===== config.mk =====
export PLATFORM = sky130hd
export DESIGN_NAME = data_mem_ctrl
export DESIGN_NICKNAME = d
export VERILOG_FILES = /design/src/rtl/data_mem_ctrl.sv
export SDC_FILE = /design/constraint.sdc
export NUM_CORES = 2
export LEC_CHECK = 0
export BUFFER_PORTS_ARGS = -buffer_cell sky130_fd_sc_hd__buf_2
export CAP_MARGIN = 30
export CORE_MARGIN = 2
export CORE_UTILIZATION = 40
export CTS_CLUSTER_DIAMETER = 40
export DETAILED_ROUTE_END_ITERATION = 16
export PLACE_DENSITY_LB_ADDON = 0.12
export SYNTH_ARGS = -nofsm -noshare
export SYNTH_HDL_FRONTEND = slang
export SYNTH_SLANG_ARGS = --single-unit

===== constraint.sdc =====
create_clock -name clk -period 4.9 [get_ports clk]
set_clock_uncertainty 0.1 [all_clocks]
set_input_delay 0.245 -clock clk [delete_from_list [all_inputs] [get_ports clk]]
set_output_delay 0.245 -clock clk [all_outputs]
set_load 0.1 [all_outputs]

===== src/rtl/data_mem_ctrl.sv =====
// Word-organised data memory with byte/half/word access and a one-cycle registered response.
// A sequential clear engine zeroes one word per cycle after reset or on a clear command.
module data_mem_ctrl #(
  parameter int BYTE_LANES = 4,
  parameter int DEPTH      = 64,
  parameter int ADDR_W     = 8,
  localparam int DATA_W    = 8 * BYTE_LANES
) (
  input  logic              clk,
  input  logic              rst,
  input  logic              req_valid,
  output logic              req_ready,
  input  logic              req_we,
  input  logic [1:0]        req_size,
  input  logic              req_signed,
  input  logic [ADDR_W-1:0] req_addr,
  input  logic [DATA_W-1:0] req_wdata,
  input  logic              clr,
  output logic              busy,
  output logic              rsp_valid,
  output logic [DATA_W-1:0] rsp_rdata,
  output logic              rsp_err
);

  localparam int IDX_W  = ADDR_W - 2;
  localparam int MEM_AW = $clog2(DEPTH);

  typedef enum logic {
    S_CLEAR,
    S_IDLE
  } state_e;

  state_e              state_q;
  logic [MEM_AW-1:0]   clr_idx_q;
  logic                rsp_valid_q;
  logic [DATA_W-1:0]   rsp_rdata_q;
  logic                rsp_err_q;

  logic [DATA_W-1:0]   mem_q [DEPTH];

  logic [IDX_W-1:0]    widx;
  logic [MEM_AW-1:0]   ridx;
  logic [1:0]          lane;
  logic                accept;
  logic                err;
  logic                sz_b;
  logic                sz_h;
  logic                sz_w;
  logic [BYTE_LANES-1:0] be;
  logic [DATA_W-1:0]   wdata_al;
  logic [DATA_W-1:0]   rword;
  logic [7:0]          byte_sel;
  logic [15:0]         half_sel;
  logic [DATA_W-1:0]   load_val;
  logic [DATA_W-1:0]   rdata_d;

  logic [BYTE_LANES-1:0] mem_we;
  logic [MEM_AW-1:0]   mem_widx;
  logic [DATA_W-1:0]   mem_wdata;

  assign widx      = req_addr[ADDR_W-1:2];
  assign ridx      = widx[MEM_AW-1:0];
  assign lane      = req_addr[1:0];
  assign busy      = (state_q == S_CLEAR);
  assign req_ready = (state_q == S_IDLE) && !clr;
  assign accept    = req_valid && req_ready;
  assign rsp_valid = rsp_valid_q;
  assign rsp_rdata = rsp_rdata_q;
  assign rsp_err   = rsp_err_q;

  assign sz_b = (req_size == 2'b00);
  assign sz_h = (req_size == 2'b01);
  assign sz_w = (req_size == 2'b10);

  assign err = (req_size == 2'b11)
             || (sz_h && req_addr[0])
             || (sz_w && (lane != 2'b00))
             || (32'(widx) >= DEPTH);

  assign rword    = mem_q[ridx];
  assign byte_sel = rword[{lane, 3'b000} +: 8];
  assign half_sel = rword[{lane[1], 4'b0000} +: 16];

  always_comb begin
    be       = '0;
    wdata_al = req_wdata;
    load_val = rword;
    unique case (1'b1)
      sz_b: begin
        be       = BYTE_LANES'(1) << lane;
        wdata_al = {BYTE_LANES{req_wdata[7:0]}};
        load_val = {{(DATA_W-8){req_signed & byte_sel[7]}},
                    byte_sel};
      end
      sz_h: begin
        be       = lane[1] ? 4'b1100 : 4'b0011;
        wdata_al = {(BYTE_LANES/2){req_wdata[15:0]}};
        load_val = {{(DATA_W-16){req_signed & half_sel[15]}},
                    half_sel};
      end
      sz_w: begin
        be       = '1;
        wdata_al = req_wdata;
        load_val = rword;
      end
      default: begin
        be       = '0;
        wdata_al = req_wdata;
        load_val = '0;
      end
    endcase
  end

  assign rdata_d = (err || req_we) ? '0 : load_val;

  always_comb begin
    mem_we    = '0;
    mem_widx  = ridx;
    mem_wdata = wdata_al;
    if (state_q == S_CLEAR) begin
      mem_we    = '1;
      mem_widx  = clr_idx_q;
      mem_wdata = '0;
    end else if (accept && req_we && !err) begin
      mem_we    = be;
      mem_widx  = ridx;
      mem_wdata = wdata_al;
    end
  end

  // Array itself carries no reset; the clear engine zeroes it instead.
  always_ff @(posedge clk) begin
    for (int l = 0; l < BYTE_LANES; l++) begin
      if (mem_we[l]) begin
        mem_q[mem_widx][8*l +: 8] <= mem_wdata[8*l +: 8];
      end
    end
  end

  always_ff @(posedge clk or negedge rst) begin
    if (!rst) begin
      state_q     <= S_CLEAR;
      clr_idx_q   <= '0;
      rsp_valid_q <= 1'b0;
      rsp_rdata_q <= '0;
      rsp_err_q   <= 1'b0;
    end else begin
      rsp_valid_q <= accept;
      if (accept) begin
        rsp_rdata_q <= rdata_d;
        rsp_err_q   <= err;
      end
      unique case (state_q)
        S_CLEAR: begin
          if (clr_idx_q == MEM_AW'(DEPTH - 1)) begin
            state_q   <= S_IDLE;
            clr_idx_q <= '0;
          end else begin
            clr_idx_q <= clr_idx_q + 1'b1;
          end
        end
        S_IDLE: begin
          if (clr) begin
            state_q   <= S_CLEAR;
            clr_idx_q <= '0;
          end
        end
        default: state_q <= S_CLEAR;
      endcase
    end
  end

endmodule


==> run_results.csv <==
group,metric,value,unit
outcome,outcome,"finished clean",
timing,final.min_clock_period,3.90,ns
power,worst_supply_voltage_drop_on_vdd,0.000385,V
yosys,synth.yosys.seq_area_share,0.762,
critical_path,number_of_gates_on_the_worst_path_with_buffers_counted,5,
grt,grt_start_max_net_pins,77,
power,sw_frac_of_total,0.254,
placement,port-buffer-count,83,
power,pwr-share-clk,0.450,
power,cellPowerDensity,500,mW/mm²
grt,grt_usage,0.238,
hold_path,timing.hold.worst.class,"in2reg",
critical_path,timing.critical_path.fanout_max,20,
die,core_ar,0.204,mm²
yosys,synth_enable_flop_cells,2048,
die,die_w,457,µm
timing,max_clock_freq,0.257,GHz
yosys,synth.lib_cells_used.distinct,48,
clock_tree,clk-insertion-delay-late,0.93,ns
yosys,synth-simple-area-share,0.0301,
detailed_routing,first_iter_violations,4534,
timing,max_slew.worst_pin.slew,1.08,ns
clock_tree,cts-resized-gates,0,
layout,finish.instance_area,0.0990,mm²
power,p_comb_frac,0.113,
die,fp_rows,166,
timing,post_route_fraction_of_the_period_consumed_by_the_critical_path,0.796,
critical_path,end_kind,"flip-flop",
timing,rsz0062_at_grt,"false",
grt,grt_first_pass_wirelength,347000,µm
clock_tree,tritoncts,"done",
critical_path,register_to_register_setup_slack,1.00,ns
yosys,multiplexer_fraction_of_the_synthesized_cell_area,0.174,
die,die_h,457,µm
yosys,syn_area_per_cell,20.9,µm²
critical_path,worst_path_max_delay_cell,"nor2_1",
clock_tree,number_of_buffers_inserted_to_repair_setup_after_cts,0,
clock_tree,cts_made_buffers,316,
yosys,main_combinational_cell_family_by_area_after_synthesis,"multiplexers",
placement,placedInstanceArea,0.0883,mm²
timing,setup_viol_count_final,0,
critical_path,reg2regPathDepth,5,
critical_path,slowest_delay,0.91,ns
grt,grt_pass1_vias,43200,
critical_path,worstPathCellList,"buf_4, mux2_2, nor2_1, nand2_1, nor2_1",
grt,globalRouteOverflowTotal,0,
timing,setup-tns-final,0,ns
die,ioPinCount,84,
timing,timing_max_transition_violations_final,0,
hold_path,holdPathStages,3,
layout,num-nets-final,4567,
critical_path,cp-start-kind,"flip-flop",
detailed_routing,via_per_inst,5.70,
layout,layout-drive-gt1-share,0.333,
critical_path,setup.worst_path.class,"reg2reg",
yosys,synth-compound-area-share,0.0197,
yosys,synth-main-ff-cell,"edfxtp_1",
yosys,ys.warnings.count,0,
layout,growth_of_design_area_from_synthesis_to_finish,20.6,%
detailed_routing,post-route-drc-count,0,
detailed_routing,drt-wirelength-per-cell,33.5,µm
power,seq_power_share,0.437,
yosys,synth.cell_area,0.0821,mm²
placement,gpl.final_weighted_congestion,0.915,
yosys,synth_cells,3921,
power,power.switching,0.0126,W
detailed_routing,detailroute.via_count,42500,
yosys,postSynthNetCount,3970,
clock_tree,cts.reportedPaths.clkPinSlew,0.06,ns
critical_path,worst_path_arrival_time,4.33,ns
timing,timing.final.hold_violations,0,
grt,grt_antenna_before_repair,21,
detailed_routing,drtAntennaViolNets,0,
critical_path,worst-path-buf-inv,1,
run,cap_violations,0,
critical_path,critical-path-top-cell-by-count,"nor2_1",
timing,slew_headroom,0.278,
clock_tree,clock-sinks,2089,
power,power.static_leakage,34.0,nW
power,p_int,0.0369,W
clock_tree,cts-root-buf,"clkbuf_16",
yosys,synth.ff_latch_count,2089,
die,fp.dieArea,0.209,mm²
detailed_routing,first_pass_drt_iterations,8,
yosys,synth_fa_ha_area_frac,0.000152,
yosys,synthArstFlopShare,0.0196,
clock_tree,htree_levels,5,
die,start_util,0.402,
critical_path,worst_path_dominant_cell_family,"simple AND/OR/NAND/NOR gates",
yosys,synth-xor-area-share,0.000320,
clock_tree,clockBufferDepth,4,
detailed_routing,wl,249000,µm
critical_path,worst-endpoint-required,5.33,ns
placement,hpwl,160000,µm
==> cells in the mapped netlist, drive strengths merged, types with 3 or more instances <==
cell type     n  area (µm²)
clkbuf       92         345
nor2        348        1310
a221oi        5        43.8
inv           6        22.5
edfxtp     2048       61500
a22o          4        35.0
nand2       136         510
mux2         17         191
and2         16         100
buf         135         798
a2111oi       3        26.3
dfrtp        41        1030
nor3         10        50.1
or2           3        18.8
a22oi       103         773
o22ai         6        37.5
a32oi         5        43.8
nor2b        13        81.3
or3           3        18.8
nand3        51         255
nor3b         4        30.0
nand4         7        43.8
mux4        534       12000
a211oi       11        82.6
a21oi        62         310
mux2i       205        2050
o21ai        17        85.1
nand2b        6        37.5
a31oi         4        25.0
o211ai        7        52.6
==> flip-flops by register name, summed over array words and instances, names as in the netlist <==
signal     flops
clr_idx_q      6
mem_q       2048
rsp_err        1
rsp_rdata     32
rsp_valid      1
state_q        1
==> worst register-to-register path, stage by stage, from the launching register on <==
cell,delay [ns]
dfrtp_1,0.62
buf_4,0.32
mux2_2,0.41
nor2_1,0.40
nand2_1,0.75
nor2_1,0.92
==> metrics by stage <==
| step | hold slack, ns | cells | utilization | total power (W) | worst slack [ns] |
|---|---|---|---|---|---|
| final | 0.0717 | 7455 | 0.484 | 0.0495 | 1.00 |
| after global routing | 0.0544 | 7446 | 0.484 | 0.0510 | 0.862 |
| after CTS | 0.0417 | 7438 | 0.484 | 0.0499 | 1.14 |
| after detailed placement | 0.263 | 6864 | 0.432 | 0.0276 | 0.712 |
| after global placement | 0.258 | 6856 | 0.431 | 0.0275 | 0.702 |
| after floorplan | -0.151 | 3921 | - | 0.0249 | 0.830 |
==> worst paths after layout <==
check / endpoint / start
max in group asynchronous: clr_idx_q[2] / rst
worst min-delay path: mem_q[21][16] / req_wdata[0]
worst max register to register: mem_q[33][14] / state_q
worst max-delay path: mem_q[33][14] / state_q
worst min register to register: rsp_rdata[13] / rsp_rdata[13]
min in group asynchronous: rsp_valid / rst
==> area by class of cell <==
cell class,instances,area (µm²)
inverters,6,23.8
repair buffers,506,3940
well taps,2688,3360
diodes,15,37.5
multi-input cells,1599,18700
flip-flops and latches,2089,62500
fillers,16800,105000
clock inverters,199,2220
clock buffers,353,8210
==> placed cells by master, fill, tap and decap left out, types with 9 or more instances in the layout <==
cell and instances:
a211oi_1 11, a21oi_1 54, a22oi_1 103, and2_2 9, buf_12 20, buf_2 79
buf_4 380, bufinv_16 35, clkbuf_1 29, clkbuf_16 323, clkinv_1 25, clkinv_2 40
clkinv_4 22, clkinvlp_4 29, dfrtp_1 41, diode_2 15, dlygate4sd3_1 22, edfxtp_1 2048
inv_6 37, inv_8 9, mux2_2 17, mux2i_1 205, mux4_2 534, nand2_1 136
nand3_1 51, nor2_1 326, nor2_4 21, nor2b_1 9, nor3_1 10, o21ai_0 13
==> layer usage <==
metal  global-route usage  wire length [µm]  up-vias
li1                     -                 -    17600
met1                0.312             99600    22700
met5              0.00299               109        -
met2                0.382            119000     1642
met3               0.0520             17600      535
met4                0.110             12900       12
==> power by group through the flow <==
stage,clock network [W],registers [W],logic (W)
after floorplan,0,0.0223,0.00263
after global placement,0,0.0220,0.00555
final,0.0223,0.0217,0.00560
after global routing,0.0234,0.0217,0.00586
after detailed placement,0,0.0220,0.00560
after CTS,0.0226,0.0217,0.00563
==> cell families (layout without fill, tap and decap cells) <==
group / after synthesis / after routing
buf+inv: 233 / 1064
other cells: 0 / 15
flops: 2089 / 2089
xor+xnor: 3 / 3
fa+ha+maj: 1 / 1
simple gates: 600 / 600
mux: 756 / 756
compound gates: 239 / 239
==> timing repair <==
item / in CTS / in global routing
hold endpoints to repair: 247 / 0
hold buffers: 22 / 0
endpoints found under the setup margin: 0 / 0
Power figures use the tool's default switching activity.
